## config.mk

```make
export PLATFORM = sky130hd
export DESIGN_NAME = mul_seq
export DESIGN_NICKNAME = d
export VERILOG_FILES = /design/src/rtl/mul_pkg.sv /design/src/rtl/mul_acc_add.sv /design/src/rtl/mul_seq.sv
export SDC_FILE = /design/constraint.sdc
export NUM_CORES = 1
export LEC_CHECK = 0
export BUFFER_PORTS_ARGS = -buffer_cell sky130_fd_sc_hd__clkbuf_2
export CAP_MARGIN = 20
export CELL_PAD_IN_SITES_DETAIL_PLACEMENT = 1
export CELL_PAD_IN_SITES_GLOBAL_PLACEMENT = 2
export CORE_UTILIZATION = 35
export CTS_BUF_LIST = sky130_fd_sc_hd__clkbuf_16
export DETAILED_ROUTE_END_ITERATION = 16
export GPL_ROUTABILITY_DRIVEN = 0
export PLACE_DENSITY_LB_ADDON = 0.25
export SLEW_MARGIN = 20
export SYNTH_ARGS = -nofsm -noshare
export SYNTH_HDL_FRONTEND = slang
export SYNTH_SLANG_ARGS = --single-unit
```

## constraint.sdc

```tcl
create_clock -name clk -period 6.3 [get_ports clk]
set_input_delay 0.63 -clock clk [delete_from_list [all_inputs] [get_ports clk]]
set_output_delay 0.63 -clock clk [all_outputs]
set_load 0.02 [all_outputs]
```

## src/rtl/mul_pkg.sv

```systemverilog
// mul_pkg: shared state encoding, default operand width and counter sizing for mul_seq.
package mul_pkg;

    typedef enum logic [1:0] {
        IDLE = 2'b00,
        BUSY = 2'b01,
        DONE = 2'b10
    } state_t;

    localparam int DEF_WIDTH = 16;

    // One extra bit so the counter can hold WIDTH itself.
    function automatic int cnt_w(input int w);
        return $clog2(w) + 1;
    endfunction

endpackage

```

## src/rtl/mul_acc_add.sv

```systemverilog
// mul_acc_add: (WIDTH+1)-bit accumulate adder.
// It is built from chained 4-bit carry-lookahead slices plus a 1-bit top slice.
// Ports: x, y (WIDTH+1 addends), cin (carry-in), sum (WIDTH+1 result, carry-out dropped).
module mul_acc_add import mul_pkg::*; #(
    parameter int WIDTH = DEF_WIDTH
) (
    input  logic [WIDTH:0] x,
    input  logic [WIDTH:0] y,
    input  logic           cin,
    output logic [WIDTH:0] sum
);

    localparam int N = WIDTH / 4;

    logic [WIDTH-1:0] p;
    logic [WIDTH-1:0] g;
    logic [N:0]       c;

    assign p    = x[WIDTH-1:0] ^ y[WIDTH-1:0];
    assign g    = x[WIDTH-1:0] & y[WIDTH-1:0];
    assign c[0] = cin;

    for (genvar s = 0; s < N; s++) begin : g_cla
        logic [3:0] pp;
        logic [3:0] gg;
        logic [3:0] cc;
        assign pp = p[4*s +: 4];
        assign gg = g[4*s +: 4];
        assign cc[0] = c[s];
        assign cc[1] = gg[0] | (pp[0] & c[s]);
        assign cc[2] = gg[1] | (pp[1] & gg[0]) | (pp[1] & pp[0] & c[s]);
        assign cc[3] = gg[2] | (pp[2] & gg[1]) | (pp[2] & pp[1] & gg[0])
                     | (pp[2] & pp[1] & pp[0] & c[s]);
        assign c[s+1] = gg[3] | (pp[3] & gg[2]) | (pp[3] & pp[2] & gg[1])
                      | (pp[3] & pp[2] & pp[1] & gg[0]) | (&pp & c[s]);
        assign sum[4*s +: 4] = pp ^ cc;
    end

    assign sum[WIDTH] = x[WIDTH] ^ y[WIDTH] ^ c[N];

endmodule

```

## src/rtl/mul_seq.sv

```systemverilog
// mul_seq: sequential shift-and-add multiplier, one multiplier bit per cycle.
// Ports: clk, rst_n (async active-low), start, flush, a (multiplicand), b (multiplier),
//        ready (IDLE only), done (one-cycle pulse), product (2*WIDTH, held).
// MUL_SIGNED_EN: when defined, two's-complement signed multiply; otherwise unsigned.
module mul_seq import mul_pkg::*; #(
    parameter int WIDTH = DEF_WIDTH
) (
    input  logic               clk,
    input  logic               rst_n,
    input  logic               start,
    input  logic               flush,
    input  logic [WIDTH-1:0]   a,
    input  logic [WIDTH-1:0]   b,
    output logic               ready,
    output logic               done,
    output logic [2*WIDTH-1:0] product
);

    localparam int CW = cnt_w(WIDTH);

    state_t           state, state_nx;
    logic [WIDTH-1:0] m;
    logic [WIDTH-1:0] q;
    logic [WIDTH:0]   acc;
    logic [CW-1:0]    cnt;
    logic [WIDTH:0]   y;
    logic [WIDTH:0]   sum;
    logic [WIDTH:0]   acc_nx;
    logic [WIDTH-1:0] q_nx;
    logic             cin;
    logic             msb;
    logic             last;
    logic             fin;

    assign last  = cnt == CW'(WIDTH - 1);
    assign ready = state == IDLE;
    assign fin   = state == BUSY && last && !flush;

`ifdef MUL_SIGNED_EN
    // The multiplier's sign bit has negative weight, so the final step subtracts M.
    logic sub;
    assign sub = last & q[0];
    assign y   = q[0] ? ({m[WIDTH-1], m} ^ {(WIDTH+1){sub}}) : '0;
    assign cin = sub;
    assign msb = sum[WIDTH];
`else
    assign y   = q[0] ? {1'b0, m} : '0;
    assign cin = 1'b0;
    assign msb = 1'b0;
`endif

    mul_acc_add #(.WIDTH(WIDTH)) u_add (
        .x   (acc),
        .y   (y),
        .cin (cin),
        .sum (sum)
    );

    // The sum's top bit (carry or sign) lands in the top of the WIDTH-bit accumulator value.
    assign acc_nx = {msb, sum[WIDTH:1]};
    assign q_nx   = {sum[0], q[WIDTH-1:1]};

    always_ff @(posedge clk or negedge rst_n) begin
        if (!rst_n) state <= IDLE;
        else        state <= state_nx;
    end

    always_comb begin
        state_nx = state;
        state_nx = flush           ? IDLE
                 : state == IDLE   ? (start ? BUSY : IDLE)
                 : state == BUSY   ? (last ? DONE : BUSY)
                 : IDLE;
    end

    always_ff @(posedge clk or negedge rst_n) begin
        if (!rst_n) begin
            m       <= '0;
            q       <= '0;
            acc     <= '0;
            cnt     <= '0;
            done    <= 1'b0;
            product <= '0;
        end else begin
            if (state == IDLE && start && !flush) begin
                m   <= a;
                q   <= b;
                acc <= '0;
                cnt <= '0;
            end else if (state == BUSY && !flush) begin
                acc <= acc_nx;
                q   <= q_nx;
                cnt <= cnt + 1'b1;
            end
            done <= fin;
            if (fin) product <= {acc_nx[WIDTH-1:0], q_nx};
        end
    end

endmodule

```

==> results_dict.tcl, run 1 <==
set metrics [dict create \
    pin_count 70 \
    path_class "flip-flop to flip-flop" \
    areaGrowthSynthToFinish_pct 19.21 \
    viasPerCell 4.964 \
    failed_checks "design-rule violations" \
    synth-seq-area-share_pct 52.26 \
    outcome "finished with violations" \
    drt-wirelength-per-cell_um 15.60 \
    cp.required_ns 6.53 \
    numClockSinks 88 \
    syn_area_per_cell_um2 9.986 \
    hold_path.class "input port to asynchronous set/reset pin" \
    syn-cell-area_um2 4214 \
    grt-ovfl-total 0 \
    post_cts_buffers 0 \
    antenna_found_initial 0 \
    ir_worst_vdd_mv 0.1257 \
    synth_enable_flop_cells 0 \
    finalCriticalPeriod_ns 2.947 \
    r2r-start "q[0]" \
    vias 3157 \
    place_hpwl_mm 6.653 \
    crit_path_end_kind "flip-flop" \
    cp-start-kind "flip-flop" \
    synth-compound-area-share_pct 10.72 \
    synth.distinct_cells 47 \
    first_iter_violations 168 \
    drv_cap 0 \
    final_util_pct 43.44 \
    reg2reg_depth 9 \
    clk_latency_ns 0.35 \
    htreeDepth 3 \
    dieHeight_um 111.7 \
    power-per-cell-area_nw_per_um2 328.6 \
    hold_violations 0 \
    post_cts_resized 0 \
    pre_cts_ws_ns 3.342 \
    cts-root-buf "clkbuf_16" \
    ys_async_sr_fraction_pct 100.0 \
    cp_cell_sequence "nand2_1 > inv_1 > ha_1 > a41o_1 > a21oi_2 > o21ai_2 > or2_4 > fa_1 > mux2_1" \
    rsz0062_at_grt "false" \
    firstDrtPassIters 10 \
    die_w_um 111.7 \
    coreArea_um2 11560 \
    drt_wl_total_mm 9.921 \
    cp_max_fo 17 \
    fin_nets 546 \
    worst-r2r-setup-slack_ns 3.35 \
    slew_viol_final 0 \
    synth-xor-area-share_pct 2.494 \
    postRouteAntennaNets 0 \
    synthAdderAreaFrac_pct 7.245 \
    fin_ws_ns 3.353 \
    ys_ff_latch 88 \
    setup_tns_ns 0 \
    syn_inst 422 \
    grt_pass1_vias 3382 \
    start_util_pct 36.44 \
    io_buffer_count 69 \
    clk_pin_slew_ns 0.07 \
    synth_top_family_by_area "simple AND/OR/NAND/NOR gates" \
    cp.arrival_ns 3.18 \
    relSlewSlack_pct 35.81 \
    dieArea_um2 12480 \
    p_leak_nw 2.592 \
    cpPeakStageDelay_ns 0.68 \
    muxShareOfSynthArea_pct 5.612 \
    finalSetupViolations 0 \
    grt_max_degree 73 \
    grt_util_all_layers_pct 17.56 \
    finalCritPeriodShare_pct 46.78 \
    drc 4 \
    cts_tree "yes" \
    synthSimpleGateAreaFrac_pct 18.59 \
    worst_path_max_delay_cell "dfrtp_1" \
    grt_pass1_wl_mm 17.13 \
    cts-buffers-inserted 9 \
    clock-skew-final_ns 0.006847 \
    num_antenna_cells 0 \
    r2r_end "product[23]" \
    max_freq_ghz 0.3393 \
    drive_gt1_share_pct 21.30 \
    ys.flop_type "dfrtp_1" \
    rows 39 \
    hold_buffers 0 \
    tightest_slew_ns 0.9600 \
    yosysWarnings 0 \
    clk_path_buf_depth 2 \
    syn-num-nets 480 \
]
-- registers in the layout, summed over array words and instances (netlist names) --
register,cells
product,32
acc,16
m,16
q,16
cnt,5
state,2
done,1
-- area by class of cell --
type / count / area (um^2)
Clock inverter: 7 / 96.34
Multi-Input combinational cell: 305 / 1894
Timing Repair Buffer: 75 / 392.9
Clock buffer: 9 / 225.2
Tap cell: 143 / 178.9
Inverter: 9 / 33.78
Sequential cell: 88 / 2202
Fill cell: 1333 / 6541
-- where the power goes --
group	total [mW]	internal, mW	switching [mW]
sequential	0.713	0.647	0.0662
clock	0.576	0.347	0.229
combinational	0.362	0.153	0.208
-- kinds of logic after synthesis --
group | Yosys count
compound gates | 68
xor+xnor | 12
fa+ha+maj | 22
buf+inv | 29
flops | 88
mux | 21
simple gates | 182
-- worst max path at each step --
stage,start,end,slack (ns)
6_report,q[0],product[23],3.35
2_1_floorplan,q[0],product[23],3.66
5_1_grt,q[0],acc[8],3.09
4_1_cts,q[0],product[23],3.33
3_3_place_gp,q[0],product[23],3.44
3_5_place_dp,q[0],product[23],3.34
-- critical path: cells and delay by family (launching register included) --
kind / cells / cell delay, ns
adders and majority gates: 2 / 0.69
muxes: 1 / 0.29
and+or+nand+nor: 2 / 0.43
AOI/OAI and AO/OA: 3 / 0.63
buffers and inverters: 1 / 0.09
DFF: 1 / 0.68
-- cells in the mapped netlist, types with 3 or more instances --
cell type	instances	share of area, %
nand2_1	115	10
dfrtp_1	88	52
nor2_1	33	2.9
ha_1	18	5.3
mux2_1	18	4.8
a31oi_1	17	2.5
and2_1	16	2.4
a21oi_1	14	1.7
clkbuf_1	14	1.2
o21ai_1	11	1.3
inv_1	9	0.80
xnor2_1	8	1.7
o21ai_0	6	0.71
fa_1	4	1.9
xor2_1	4	0.83
a211oi_1	3	0.53
buf_4	3	0.53
mux2_2	3	0.80
nand4_1	3	0.45
-- per-stage QoR --
stage | cells | power, mW | cell area [um^2] | hold slack [ns]
3_3_place_gp | 620 | 1.074 | 4702 | 0.4543
5_1_grt | 636 | 1.755 | 5024 | 0.1385
3_5_place_dp | 620 | 1.088 | 4702 | 0.4628
6_report | 636 | 1.651 | 5024 | 0.1328
4_1_cts | 636 | 1.677 | 5024 | 0.1318
2_1_floorplan | 422 | 0.9690 | 4214 | 0.3344
-- placed cells by master (no fill, tap or decap), types with 2 or more instances in the layout --
cell type / count
o31ai_1: 2
and2_1: 16
bufinv_16: 2
xor2_1: 4
and3_1: 2
a21o_1: 2
nor2_1: 33
nand3_1: 2
a21oi_1: 14
clkbuf_2: 68
xnor2_1: 8
mux2_1: 18
a211oi_1: 3
inv_1: 9
nand3b_1: 2
fa_1: 4
nand2_1: 115
o21ai_1: 11
clkinvlp_4: 3
ha_1: 18
dfrtp_1: 88
a31oi_1: 17
clkbuf_16: 9
mux2_2: 3
buf_4: 7
o21ai_0: 6
a22o_1: 2
nand4_1: 3
-- per-layer routing --
| metal | up-vias | GRT usage (%) | part of all wire [%] |
|---|---|---|---|
| met4 | 0 | 5.676 | 1.4 |
| met2 | 39 | 27.12 | 46 |
| met3 | 10 | 4.409 | 3.2 |
| met1 | 1555 | 24.15 | 49 |
| met5 | - | 0 | 0 |
| li1 | 1553 | - | - |
No activity file was read; power rests on OpenSTA's default activity.
==> run 2, diff against run 1 <==
==> constraint.sdc (replaced) <==
create_clock -name clk -period 3.05 [get_ports clk]
set_input_delay 0.305 -clock clk [delete_from_list [all_inputs] [get_ports clk]]
set_output_delay 0.305 -clock clk [all_outputs]
set_load 0.02 [all_outputs]
==> results_dict.tcl, run 2 (same netlist as run 1, synthesis figures left out) <==
set metrics [dict create \
    clk_latency_ns 0.35 \
    start_util_pct 36.44 \
    place_hpwl_mm 6.880 \
    power-per-cell-area_nw_per_um2 682.5 \
    placedInstanceArea_um2 4752 \
    io_buffer_count 69 \
    post_cts_resized 0 \
    path_class "flip-flop to flip-flop" \
    vias 3154 \
    p_clk_share_pct 36.1 \
    finalCritPeriodShare_pct 91.32 \
    hold_buffers 0 \
    comb_power_share_pct 21.6 \
    rows 39 \
    cts-root-buf "clkbuf_16" \
    cp.required_ns 3.28 \
    fillers 1310 \
    fin_area_um2 5087 \
    clk_path_buf_depth 2 \
    final_common_cell "nand2_1" \
    multi_input_area_um2 1894 \
    grt_util_all_layers_pct 17.83 \
    clk_pin_slew_ns 0.06 \
    pin_count 70 \
    die_w_um 111.7 \
    worst-r2r-setup-slack_ns 0.26 \
    drc 4 \
    areaGrowthSynthToFinish_pct 20.72 \
    p_leak_nw 2.635 \
    dieHeight_um 111.7 \
    cts-buffers-inserted 9 \
    seq_power_share_pct 42.3 \
    numClockSinks 88 \
    clock-skew-final_ns 0.006069 \
    fin_nets 551 \
    grt_max_degree 73 \
    post_cts_buffers 0 \
    holdWs_ns 0.1093 \
    hold_path.class "input port to asynchronous set/reset pin" \
    firstDrtPassIters 10 \
    drv_cap 0 \
    coreArea_um2 11560 \
    drt-wirelength-per-cell_um 15.44 \
    p_sw_share_pct 29.39 \
    p_switching_mw 1.020 \
    first_iter_violations 53 \
    grt_pass1_vias 3382 \
    postRouteAntennaNets 0 \
    drt_wl_total_mm 9.897 \
    p_int_mw 2.452 \
    grt-ovfl-total 0 \
    dieArea_um2 12480 \
    viasPerCell 4.920 \
    htreeDepth 3 \
    relSlewSlack_pct 37.92 \
    largest-register "product" \
    grt_pass1_wl_mm 17.22 \
    cp.arrival_ns 3.01 \
    power_mw 3.472 \
    finalCriticalPeriod_ns 2.785 \
    hold_violations 0 \
    setup_tns_ns 0 \
    outcome "finished with violations" \
    num_antenna_cells 0 \
    max_freq_ghz 0.3590 \
    ir_worst_vdd_mv 0.2676 \
    crit_path_end_kind "flip-flop" \
    drive_gt1_share_pct 21.69 \
    failed_checks "design-rule violations" \
    cp-start-kind "flip-flop" \
    cp_max_fo 12 \
    tightest_slew_ns 0.9312 \
    seq_area_um2 2202 \
    rsz0062_at_grt "false" \
    finalSetupViolations 0 \
    cts_tree "yes" \
    largest_reg_flops 32 \
    antenna_found_initial 0 \
    final_cell_mix "nand2_1, dfrtp_1, clkbuf_2" \
    slew_viol_final 0 \
]
[run 2: worst max-delay path, stage by stage, from the launching register on]
cell and delay, ns:
dfrtp_1 0.50, and2_1 0.20, ha_1 0.34, a41o_1 0.26, a21oi_2 0.26, o21ai_2 0.11, or2_4 0.25, fa_1 0.45
mux2_1 0.29
[run 2: path summary, 6_finish.rpt]
kind	depth (start not counted)	startpoint	endpoint
max	8	q[0]	product[23]
min	1	rst_n	product[10]
max reg2reg	8	q[0]	product[23]
min reg2reg	2	m[4]	m[4]
max in group asynchronous	2	rst_n	m[1]
min in group clk	3	a[0]	m[0]
[run 2: area by class of cell]
class	instances	share of cell area (%)
clock buffer	9	4.427
clock inverter	7	2.164
inverter	9	0.6640
multi-input combinational	305	37.24
sequential	88	43.29
tap	143	3.517
timing repair buffer	80	8.706
[run 2: through the flow]
stage	utilization, %	setup slack [ns]	cells
6_report	43.99	0.2647	641
5_1_grt	43.99	0.06470	641
4_1_cts	43.99	0.2344	641
3_5_place_dp	41.09	0.2401	625
3_3_place_gp	41.09	0.3054	625
2_1_floorplan	-	0.4141	422
[run 2: routing by layer]
| layer | wire [um] | vias up | global-route usage (%) |
|---|---|---|---|
| met5 | 0 | - | 0 |
| li1 | - | 1552 | - |
| met2 | 4498 | 41 | 27.20 |
| met1 | 4915 | 1550 | 24.82 |
| met3 | 292 | 11 | 3.157 |
| met4 | 190 | 0 | 7.838 |
[run 2: power by group through the flow]
stage                     Clock, mW  Combinational (mW)  Sequential, mW
after floorplan                   0               0.562            1.44
after global placement            0               0.738            1.49
after detailed placement          0               0.763            1.49
after CTS                      1.29               0.768            1.47
after global routing           1.33               0.876            1.49
final                          1.25               0.751            1.47
